===== src/rtl/uart_tx_fifo.sv =====
// uart_tx_fifo: 8N1/8E1/8O1 UART transmitter fed by a small
// valid/ready FIFO; frames leave back-to-back while bytes are queued.
module uart_tx_fifo #(
   parameter int CLK_FREQ   = 50000000,
   parameter int UART_BPS   = 115200,
   parameter int PARITY     = 0,
   parameter int FIFO_DEPTH = 4
) (
   input  logic                        rx_clk,
   input  logic                        rst_n,
   input  logic                        tx_data_valid,
   input  logic [7:0]                  tx_data,
   output logic                        tx_data_ready,
   output logic [$clog2(FIFO_DEPTH):0] fifo_level,
   output logic                        uart_txd,
   output logic                        uart_tx_busy,
   output logic                        uart_tx_done
);

   localparam int BAUD_CNT_MAX = CLK_FREQ / UART_BPS;
   localparam int AW = $clog2(FIFO_DEPTH);
   localparam logic [15:0] BAUD_LAST = 16'(BAUD_CNT_MAX - 1);
   localparam logic [AW:0] FULL = (AW + 1)'(FIFO_DEPTH);
   localparam bit HAS_PAR = (PARITY == 1) || (PARITY == 2);
   localparam bit ODD = (PARITY == 1);

   typedef enum logic [2:0] {IDLE, START, DATA, PAR, STOP} state_t;

   state_t state, state_d;

   logic [7:0]    mem [FIFO_DEPTH];
   logic [AW-1:0] wr_ptr, rd_ptr;
   logic [AW:0]   level;
   logic [15:0]   baud_cnt;
   logic [2:0]    bit_cnt, bit_cnt_d;
   logic [7:0]    shreg;
   logic          txd, txd_d;
   logic          push, pop, empty, bit_end, par_bit;

   assign empty         = (level == '0);
   assign tx_data_ready = (level < FULL);
   assign push          = tx_data_valid && tx_data_ready;
   assign bit_end       = (state != IDLE) && (baud_cnt == BAUD_LAST);
   assign par_bit       = ODD ? ~^shreg : ^shreg;
   assign fifo_level    = level;
   assign uart_txd      = txd;

   always_ff @(posedge rx_clk or negedge rst_n) begin
      if (!rst_n) state <= IDLE;
      else        state <= state_d;
   end

   always_comb begin
      state_d = state;
      unique case (state)
         IDLE:  if (!empty) state_d = START;
         START: if (bit_end) state_d = DATA;
         DATA:  if (bit_end && bit_cnt == 3'd7)
                   state_d = HAS_PAR ? PAR : STOP;
         PAR:   if (bit_end) state_d = STOP;
         STOP:  if (bit_end) state_d = empty ? IDLE : START;
         default: state_d = IDLE;
      endcase
   end

   // txd is registered from the next state so the line changes
   // on the same edge that enters each bit
   always_comb begin
      pop          = 1'b0;
      uart_tx_done = 1'b0;
      uart_tx_busy = (state != IDLE);
      bit_cnt_d    = '0;
      txd_d        = 1'b1;
      if (state == IDLE || (state == STOP && bit_end))
         pop = !empty;
      if (state == STOP && bit_end)
         uart_tx_done = 1'b1;
      if (state_d == DATA)
         bit_cnt_d = (state == DATA && bit_end) ? bit_cnt + 3'd1 : bit_cnt;
      unique case (state_d)
         START:   txd_d = 1'b0;
         DATA:    txd_d = shreg[bit_cnt_d];
         PAR:     txd_d = par_bit;
         default: txd_d = 1'b1;
      endcase
   end

   always_ff @(posedge rx_clk or negedge rst_n) begin
      if (!rst_n) begin
         wr_ptr   <= '0;
         rd_ptr   <= '0;
         level    <= '0;
         baud_cnt <= '0;
         bit_cnt  <= '0;
         shreg    <= '0;
         txd      <= 1'b1;
      end else begin
         if (push) wr_ptr <= wr_ptr + AW'(1);
         if (pop) begin
            rd_ptr <= rd_ptr + AW'(1);
            shreg  <= mem[rd_ptr];
         end
         if (push && !pop)      level <= level + (AW + 1)'(1);
         else if (pop && !push) level <= level - (AW + 1)'(1);
         baud_cnt <= (state == IDLE || bit_end) ? '0 : baud_cnt + 16'd1;
         bit_cnt  <= bit_cnt_d;
         txd      <= txd_d;
      end
   end

   always_ff @(posedge rx_clk) begin
      if (push) mem[wr_ptr] <= tx_data;
   end

endmodule

===== config.mk =====
export PLATFORM = sky130hd
export DESIGN_NAME = uart_tx_fifo
export DESIGN_NICKNAME = d
export VERILOG_FILES = /design/src/rtl/uart_tx_fifo.sv
export SDC_FILE = /design/constraint.sdc
export NUM_CORES = 1
export LEC_CHECK = 0
export BUFFER_PORTS_ARGS = -buffer_cell sky130_fd_sc_hd__buf_4
export CORE_MARGIN = 2
export CORE_UTILIZATION = 60
export DETAILED_ROUTE_END_ITERATION = 16
export PLACE_DENSITY_LB_ADDON = 0.15
export SYNTH_ARGS = -nofsm -noshare
export SYNTH_HDL_FRONTEND = slang
export SYNTH_SLANG_ARGS = --single-unit

===== constraint.sdc =====
create_clock -name rx_clk -period 6.35 [get_ports rx_clk]
set_clock_uncertainty 0.2 [all_clocks]
set_input_delay 1.27 -clock rx_clk [delete_from_list [all_inputs] [get_ports rx_clk]]
set_output_delay 1.27 -clock rx_clk [all_outputs]
set_load 0.03 [all_outputs]

-- Word level (Yosys, flattened, before mapping)
Memory sizes are Yosys's and may differ from the RTL's. A register that Yosys moved wholly into a read port is not among the register bits.
Index checks and enable logic that the tools add are counted.
- $add $sub $neg: 6
- order comparisons: 2
- equal/unequal tests: 9
- mux-type cells: 19
- reductions and logical operators: 18
- operator list (cell ; number):
    3-bit two-way mux ; 9
    16-bit by 1-bit adder with 16-bit output (second input constant) ; 1
    16-bit by 9-bit equality test with 1-bit output (second input constant) ; 1
    16-bit two-way mux ; 1
    3-bit one-hot mux with 5 select lines ; 1
    3-bit by 2-bit equality test with 1-bit output (second input constant) ; 4
    8-bit parity ; 1
    1-bit logical AND ; 7
    3-bit by 1-bit adder with 3-bit output (second input constant) ; 2
    3-bit by 1-bit equality test with 1-bit output (second input constant) ; 2
    3-bit equality test (second input constant) ; 2
    3-bit logical NOT ; 2
    1-bit two-way mux ; 6
    2-bit by 1-bit adder with 2-bit output (second input constant) ; 2
    1-bit logical NOT ; 4
    3-bit by 4-bit less-than comparator with 1-bit output (second input constant) ; 1
    1-bit binary-select mux with 3-bit select ; 1
    3-bit less-than comparator (second input constant) ; 1
    1-bit one-hot mux with 3 select lines ; 1
    3-bit nonzero test ; 1
    3-bit by 1-bit subtractor with 3-bit output (second input constant) ; 1
    1-bit logical OR ; 2
    2-bit nonzero test ; 1
- register bits: 30
- RAM bits: 32
- input port bits: 11
- output and inout port bits: 7
- logic and storage cells: 62
- memories: 1
- memories (name ; words ; bits a word ; rd ports ; clocked after Yosys merged registers in ; write ports ; RTL line ; text):
    mem ; 4 ; 8 ; 1 ; 1 ; 1 ; 31 ; logic [7:0] mem [FIFO_DEPTH];

-- Longest topological paths before layout
Gate-level depths: netlist of the first run.
- depth after elaboration: 10
- mapped depth: 12
- depth with buffers taken out: 12

-- Worst setup path after synthesis of the first run
OpenSTA, ideal clock, no wires.
- kind: reg2out
- start: reg baud_cnt[1]
- end: out uart_tx_done
- arrival: 1531 ps
- data required time: 4880 ps
- setup slack: 3349 ps
- stages on the path, launching flop included: 7
- buffers on the path: 1
- cells stage by stage: dfrtp_1 > inv_1 > ha_1 > and4bb_2 > nand4_1 > clkbuf_1 > nor2_1
- word-level cells in the longest chain between the ends: 4
- ends and longest elaborated chain (item ; RTL line ; text):
    from (decl) ; 34 ; logic [15:0] baud_cnt;
    from (signal assigned) ; 105 ; baud_cnt <= (state == IDLE || bit_end) ? '0 : baud_cnt + 16'd1;
    16-bit by 9-bit equality test with 1-bit output ; 43 ; assign bit_end = (state != IDLE) && (baud_cnt == BAUD_LAST);
    1-bit logical AND ; 43 ;
    1-bit logical AND ; 76 ; if (state == STOP && bit_end)
    1-bit two-way mux ; 76 ;
    to (decl) ; 17 ; output logic uart_tx_done
Every way passes these cells.

-- Worst setup path after layout of the first run
- start: reg baud_cnt[1]
- end: reg level[1] (netlist: fifo_level[1])
- word-level cells in the longest chain between the ends: 8
- elaborated cells on any way between the ends: 10
- classes of those cells: 1 x eq/ne; 2 x mux; 7 x reduce/logical
- ends and longest elaborated chain (item ; RTL line ; text):
    16-bit by 9-bit equality test with 1-bit output * ; 43 ;
    1-bit logical AND * ; 43 ;
    1-bit logical AND * ; 74 ; if (state == IDLE || (state == STOP && bit_end))
    1-bit logical OR * ; 74 ;
    1-bit two-way mux * ; 74 ;
    1-bit logical NOT ; 103 ; if (push && !pop) level <= level + (AW + 1)'(1);
    1-bit logical AND ; 103 ;
    3-bit two-way mux or 2-bit nonzero test (tied branches) ; -- ;
    to (signal assigned) ; 103 ;
    to (signal assigned) ; 104 ; else if (pop && !push) level <= level - (AW + 1)'(1);
    to (decl) ; 33 ; logic [AW:0] level;
Mark *: on every way between the ends. The rest lies on a longest branch, timed or not.
A chain may end at the register's enable or synchronous reset.

==> flow_summary.toml, run 1 <==
[sta]
maxSlewViolCount = 0
min_period_ns = 3.67
setup_tns_ns = 0
fmaxAchievable_mhz = 273
rsz0062_at_grt = "false"
fin_hold_ws_ns = 0.295
finalCritPeriodShare_pct = 57.8
final_hold_viol_count = 0
relSlewSlack_pct = 60.5
worst_slew_pin_slew_ns = 0.593
setup_violations = 0

[synthesis]
synthArstFlopShare_pct = 54.3
synth.most_common_cell = "dfrtp_1"
synth_top_cell_by_area = "edfxtp_1"
netlist_top_cells_area = "edfxtp_1 30%, dfrtp_1 29%, mux4_2 8.4%, xnor2_1 4.3%, ha_1 3.5%"
ys.warnings.count = 0
synth.top_cell.area_share_pct = 29.8
ys_seq_area_share_pct = 59.4
yosysUniqueCellTypes = 39
syn_area_um2 = 3220
synthTopCellsByCount = "37 x dfrtp_1, 32 x edfxtp_1, 22 x nor2_1"
synth_edf_count = 32
postSynthAreaPerCell_um2 = 13.8
syn_nets = 254
ys.flop_type = "dfrtp_1"
syn-instance-count = 233
ys_ff_latch = 70

[layout]
drive_above_1_share_pct = 21.7
diodes = 0
area_growth_syn_to_layout_pct = 11.6
final_cell_area_um2 = 3600
final_nets = 274
utilization_pct = 70.0

[power_and_ir_drop]
p_int_mw = 0.888
vdd_ir_drop_max_v = 0.000311
switching_share_pct = 30.5
clkPwrFrac_pct = 27.2
net-switching-power_mw = 0.390
powerDensity_nw_per_um2 = 355
leakagePower_nw = 1.39
combPwrFrac_pct = 23.2
seqPwrFrac_pct = 49.6

[clock_tree]
cts_tree = "done"
clockBufferDepth = 2
htreeDepth = 3
cts_sinks = 70
path_clk_slew_ns = 0.07
cts_buffers = 9
cts_root_buf = "clkbuf_8"
worstSkewPairLatency_ns = 0.35
hold_buffers = 0
cts_setup_buffers = 0
cts_resized = 0

[grt]
antenna_found_initial = 0
grt_start_max_net_pins = 39
grt_pass1_wl_um = 8920
track_usage_pct = 19.5
grt_overflow_total = 0
grt_pass1_vias = 1839

[floorplan]
start_util_pct = 62.7
row_count = 26
design.core.area_um2 = 5140
dieArea_um2 = 5970
io_pins = 18
die_y_um = 77.3
die_w_um = 77.3

[worst_setup_path]
crit_arrival_ns = 3.71
cp.required_ns = 6.39
path_max_fanout = 18
cp-end-kind = "flip-flop"
critPathLaunchType = "flip-flop"
critical_path_class = "reg2reg"

[route]
routed_wl_um = 5040
dr.pass1.iters = 4
vias = 1871
drc = 0
routedWlPerCell_um = 15.4
post_drt_via_cell_ratio = 5.70
drtIter0Drc = 115
ant_nets = 0

[placed_design]
routabilityCongestion = 0.784
post_dp_cell_area_um2 = 3410
dp_hpwl_um = 3410
io_buffers = 17

[outcome]
status = "finished, final reports clean"

[run]
maxCapViolCount = 0

[min_path]
hold_class = "reg2reg"
## metal layers
metal  wire, um  track usage (%)  up-vias  part of all wire [%]
met5          0                0        -                     0
met4        107             9.64        0                   2.1
met3        163             4.24       12                   3.2
met2       2390             29.0       31                    47
met1       2380             27.5      937                    47
li1           -                -      891                     -
## critical path, cell delays in order (launching register included)
cell      delay [ns]
dfrtp_1         0.39
inv_1           0.06
ha_1            0.12
and4bb_2        0.22
nand4_1         0.41
nand2_1         0.65
nand2_1         0.43
ha_1            0.34
inv_1           0.07
fa_1            0.40
mux2_2          0.26
## per-stage QoR
step	worst slack (ns)	total power [mW]	std cells
2_1_floorplan	3.35	0.861	233
3_3_place_gp	2.76	0.937	312
3_5_place_dp	2.65	0.945	312
4_1_cts	2.63	1.29	328
5_1_grt	2.34	1.35	328
6_report	2.68	1.28	328
## flip-flops by register name, indices dropped and copies added (netlist names)
signal,cells
uart_txd,1
mem,32
state,3
fifo_level,3
shreg,8
bit_cnt,3
baud_cnt,16
rd_ptr,2
wr_ptr,2
## power groups by stage
stage          logic [mW]  clock network [mW]  registers, mW
2_1_floorplan       0.229                   0          0.631
3_3_place_gp        0.296                   0          0.641
3_5_place_dp        0.300                   0          0.645
4_1_cts             0.302               0.354          0.636
5_1_grt             0.333               0.372          0.650
6_report            0.296               0.347          0.634
## cell usage in the layout (no fill, tap or decap), types with 2 or more instances in the layout
master,n
buf_4,17
clkinv_1,3
inv_1,8
edfxtp_1,32
dfrtp_1,37
clkbuf_8,9
and2_1,6
mux4_2,12
o21ai_0,6
clkinvlp_4,2
a21oi_1,7
ha_1,9
nand3_1,4
and4_1,2
xor2_1,8
nor3_1,5
mux2i_1,4
mux2_2,9
xnor2_1,16
a31oi_1,2
nand4_1,5
nor2_1,22
or3_1,4
nor2b_1,2
nand2_1,9
## layout make-up
class                           instances  area, um2
Clock inverter                          7       65.1
Multi-Input combinational cell        147       1250
Clock buffer                            9        124
Tap cell                               70       87.6
Fill cell                             373       1540
Timing Repair Buffer                   17        128
Sequential cell                        70       1910
Inverter                                8       30.0
## final timing paths
| path | cells past startpoint | endpoint | start | slack, ns |
|---|---|---|---|---|
| min reg2reg | 1 | baud_cnt[0]$_DFF_PN0_ | baud_cnt[0]$_DFF_PN0_ | 0.30 |
| min in group asynchronous | 1 | baud_cnt[8]$_DFF_PN0_ | rst_n | 0.67 |
| max reg2reg | 10 | fifo_level[1]$_DFFE_PN0P_ | baud_cnt[1]$_DFF_PN0_ | 2.68 |
| min | 1 | baud_cnt[0]$_DFF_PN0_ | baud_cnt[0]$_DFF_PN0_ | 0.30 |
| max | 10 | fifo_level[1]$_DFFE_PN0P_ | baud_cnt[1]$_DFF_PN0_ | 2.68 |
| max in group asynchronous | 1 | uart_txd$_DFF_PN1_ | rst_n | 4.92 |
## cell families after synthesis
logic type               count (synthesis)  synth area share [%]
adder cells (fa/ha/maj)                 10                  4.12
flip-flops                              70                  59.4
AND/OR/NAND/NOR                         66                  11.0
AO/OA/AOI/OAI                           21                  4.00
multiplexers                            26                  13.1
buffers and inverters                   16                  1.86
XOR/XNOR                                24                  6.52
Power figures use the tool's default switching activity.
==> run 2, diff against run 1 <==
--- a/config.mk
+++ b/config.mk
@@ -5,6 +5,7 @@
 export SDC_FILE = /design/constraint.sdc
 export NUM_CORES = 1
 export LEC_CHECK = 0
+export ABC_AREA = 1
 export BUFFER_PORTS_ARGS = -buffer_cell sky130_fd_sc_hd__buf_4
 export CORE_MARGIN = 2
 export CORE_UTILIZATION = 60
==> constraint.sdc (replaced) <==
create_clock -name rx_clk -period 3.6 [get_ports rx_clk]
set_clock_uncertainty 0.2 [all_clocks]
set_input_delay 0.72 -clock rx_clk [delete_from_list [all_inputs] [get_ports rx_clk]]
set_output_delay 0.72 -clock rx_clk [all_outputs]
set_load 0.03 [all_outputs]
==> run 2 against run 1 <==
Flip-flop and latch count unchanged; synthesized area grew 8.0%; die area grew 7.5%; register-to-register slack got worse by 1.6 ns; utilization grew 0.16 points; synthesized cell count up 51%; critical path type is now reg2out; critical endpoint is now uart_tx_done; largest cell class unchanged.
==> flow_summary.toml, run 2 <==
[outcome]
status = "finished, final reports clean"

[route]
routed_wl_um = 6090
post_drt_via_cell_ratio = 5.37
routedWlPerCell_um = 13.5
dr.pass1.iters = 4
vias = 2418
ant_nets = 0
drtIter0Drc = 80
drc = 0

[synthesis]
synth_top_cell_by_area = "edfxtp_1"
netlist_top_cells_area = "edfxtp_1 28%, dfrtp_1 27%, nor2_1 5.9%, nand2_1 4.9%, inv_1 4.3%"
ys_seq_area_share_pct = 55.0
synth.top_cell.area_share_pct = 27.6
synthArstFlopShare_pct = 54.3
synthTopCellsByCount = "55 x nor2_1, 45 x nand2_1, 40 x inv_1"
postSynthAreaPerCell_um2 = 9.88
syn_area_um2 = 3480
ys.flop_type = "dfrtp_1"
syn_nets = 373
synth.most_common_cell = "nor2_1"
ys_ff_latch = 70
syn-instance-count = 352
yosysUniqueCellTypes = 36
ys.warnings.count = 0
synth_edf_count = 32

[layout]
largest-register = "mem"
mostFrequentLayoutCells = "55 x nor2_1, 45 x nand2_1, 40 x inv_1"
largest_reg_flops = 32
nFillCells = 430
multi_input_area_um2 = 1350
final_cells = 450
regArea_um2 = 1910
area_growth_syn_to_layout_pct = 11.7
utilization_pct = 70.1
final_nets = 394
top_regs = "mem: 32 flops, baud_cnt: 16 flops, shreg: 8 flops"
layout_commonest_cell = "nor2_1"
diodes = 0
drive_above_1_share_pct = 18.8
final_cell_area_um2 = 3880

[worst_setup_path]
critical_path_class = "reg2out"
cp.required_ns = 2.68
regToRegSetupSlack_ns = 1.06
crit_arrival_ns = 1.83
r2r-start = "baud_cnt[0]$_DFF_PN0_"
r2r-end = "fifo_level[2]$_DFFE_PN0P_"
path_max_fanout = 8
critPathLaunchType = "flip-flop"
cp-end-kind = "output port"
rr_worst_depth = 13

[clock_tree]
htreeDepth = 3
cts_buffers = 9
cts_root_buf = "clkbuf_8"
hold_buffers = 0
cts_resized = 0
cts_setup_buffers = 0
cts_tree = "done"
path_clk_slew_ns = 0.08
cts_sinks = 70
worstSkewPairLatency_ns = 0.35
clockBufferDepth = 2

[sta]
relSlewSlack_pct = 49.0
setup_tns_ns = 0
min_period_ns = 2.75
fmaxAchievable_mhz = 363
layout_setup_ws_ns = 0.848
worst_slew_pin_slew_ns = 0.762
finalCritPeriodShare_pct = 76.5
rsz0062_at_grt = "false"
setup_violations = 0
final_hold_viol_count = 0
maxSlewViolCount = 0

[floorplan]
row_count = 27
io_pins = 18
dieArea_um2 = 6420
design.core.area_um2 = 5540
die_w_um = 80.1
start_util_pct = 62.8
die_y_um = 80.1

[grt]
grt_pass1_wl_um = 10400
grt_pass1_vias = 2274
track_usage_pct = 21.4
grt_overflow_total = 0
grt_start_max_net_pins = 39
antenna_found_initial = 0

[placed_design]
placedCellCount = 434
dp_slack_ns = 1.06
io_buffers = 17
routabilityCongestion = 0.882
post_dp_cell_area_um2 = 3660
dp_hpwl_um = 4360

[min_path]
hold_class = "in2async"

[power_and_ir_drop]
vdd_ir_drop_max_v = 0.000475
leakagePower_nw = 1.66
powerDensity_nw_per_um2 = 507

[run]
maxCapViolCount = 0
## run 2: cell count changes after synthesis, sizes merged, moves of 5 or more
cell and change:
and2 -5, inv +36, mux4 -12, nand2 +43
nand3 +21, nor2 +41, nor3 +5, nor3b +5
o21ai +7, o32ai +8, xnor2 -10
## run 2: cell type report
| cell class | count | area share [%] |
|---|---|---|
| Sequential cell | 70 | 49.2 |
| Multi-Input combinational cell | 229 | 34.7 |
| Inverter | 45 | 4.35 |
| Timing Repair Buffer | 18 | 3.48 |
| Clock buffer | 9 | 3.19 |
| Clock inverter | 7 | 2.71 |
| Tap cell | 72 | 2.32 |
## run 2: power by group
group,internal [mW],leakage [nW],switching [mW]
clock,0.401,0.112,0.320
combinational,0.102,0.779,0.183
sequential,0.925,0.769,0.0392
total,1.43,1.66,0.542
## run 2: layer usage
layer	GRT usage (%)	share of wire, %	up-vias
li1	-	-	1216
met1	28.4	46	1157
met2	34.7	49	36
met3	4.16	3.2	9
met4	8.47	1.4	0
met5	0	0	-
## run 2: logic make-up (layout without fill, tap and decap cells)
logic type / count (synthesis) / count (layout) / synth area share, %
xor+xnor: 13 / 13 / 3.27
fa+ha+maj: 10 / 10 / 3.81
mux: 9 / 9 / 2.91
compound gates: 34 / 34 / 6.15
simple gates: 163 / 163 / 22.6
flops: 70 / 70 / 55.0
buf+inv: 53 / 79 / 6.22
## run 2: worst max path at each step
stage / startpoint / end / slack [ns] / cells past startpoint
6_report: baud_cnt[1]$_DFF_PN0_ / uart_tx_done / 0.85 / 9
5_1_grt: baud_cnt[1]$_DFF_PN0_ / uart_tx_done / 0.73 / 9
4_1_cts: baud_cnt[1]$_DFF_PN0_ / uart_tx_done / 0.83 / 9
3_5_place_dp: baud_cnt[0]$_DFF_PN0_ / fifo_level[2]$_DFFE_PN0P_ / 1.06 / 13
3_3_place_gp: baud_cnt[0]$_DFF_PN0_ / fifo_level[2]$_DFFE_PN0P_ / 1.12 / 13
2_1_floorplan: baud_cnt[1]$_DFF_PN0_ / uart_tx_done / 0.80 / 8
## run 2: critical path: stages, from the launching register on
cell,delay [ns]
dfrtp_1,0.40
inv_1,0.06
ha_1,0.17
nand2_1,0.06
inv_1,0.05
nand2_1,0.05
nor2_2,0.12
nand2_2,0.15
nor4_1,0.21
buf_4,0.21
## run 2: per-stage QoR
stage	hold slack (ns)	power (mW)
floorplan	0.224	1.16
finish	0.118	1.97
CTS	0.136	1.99
global route	0.163	2.07
detailed placement	0.290	1.27
global placement	0.273	1.26
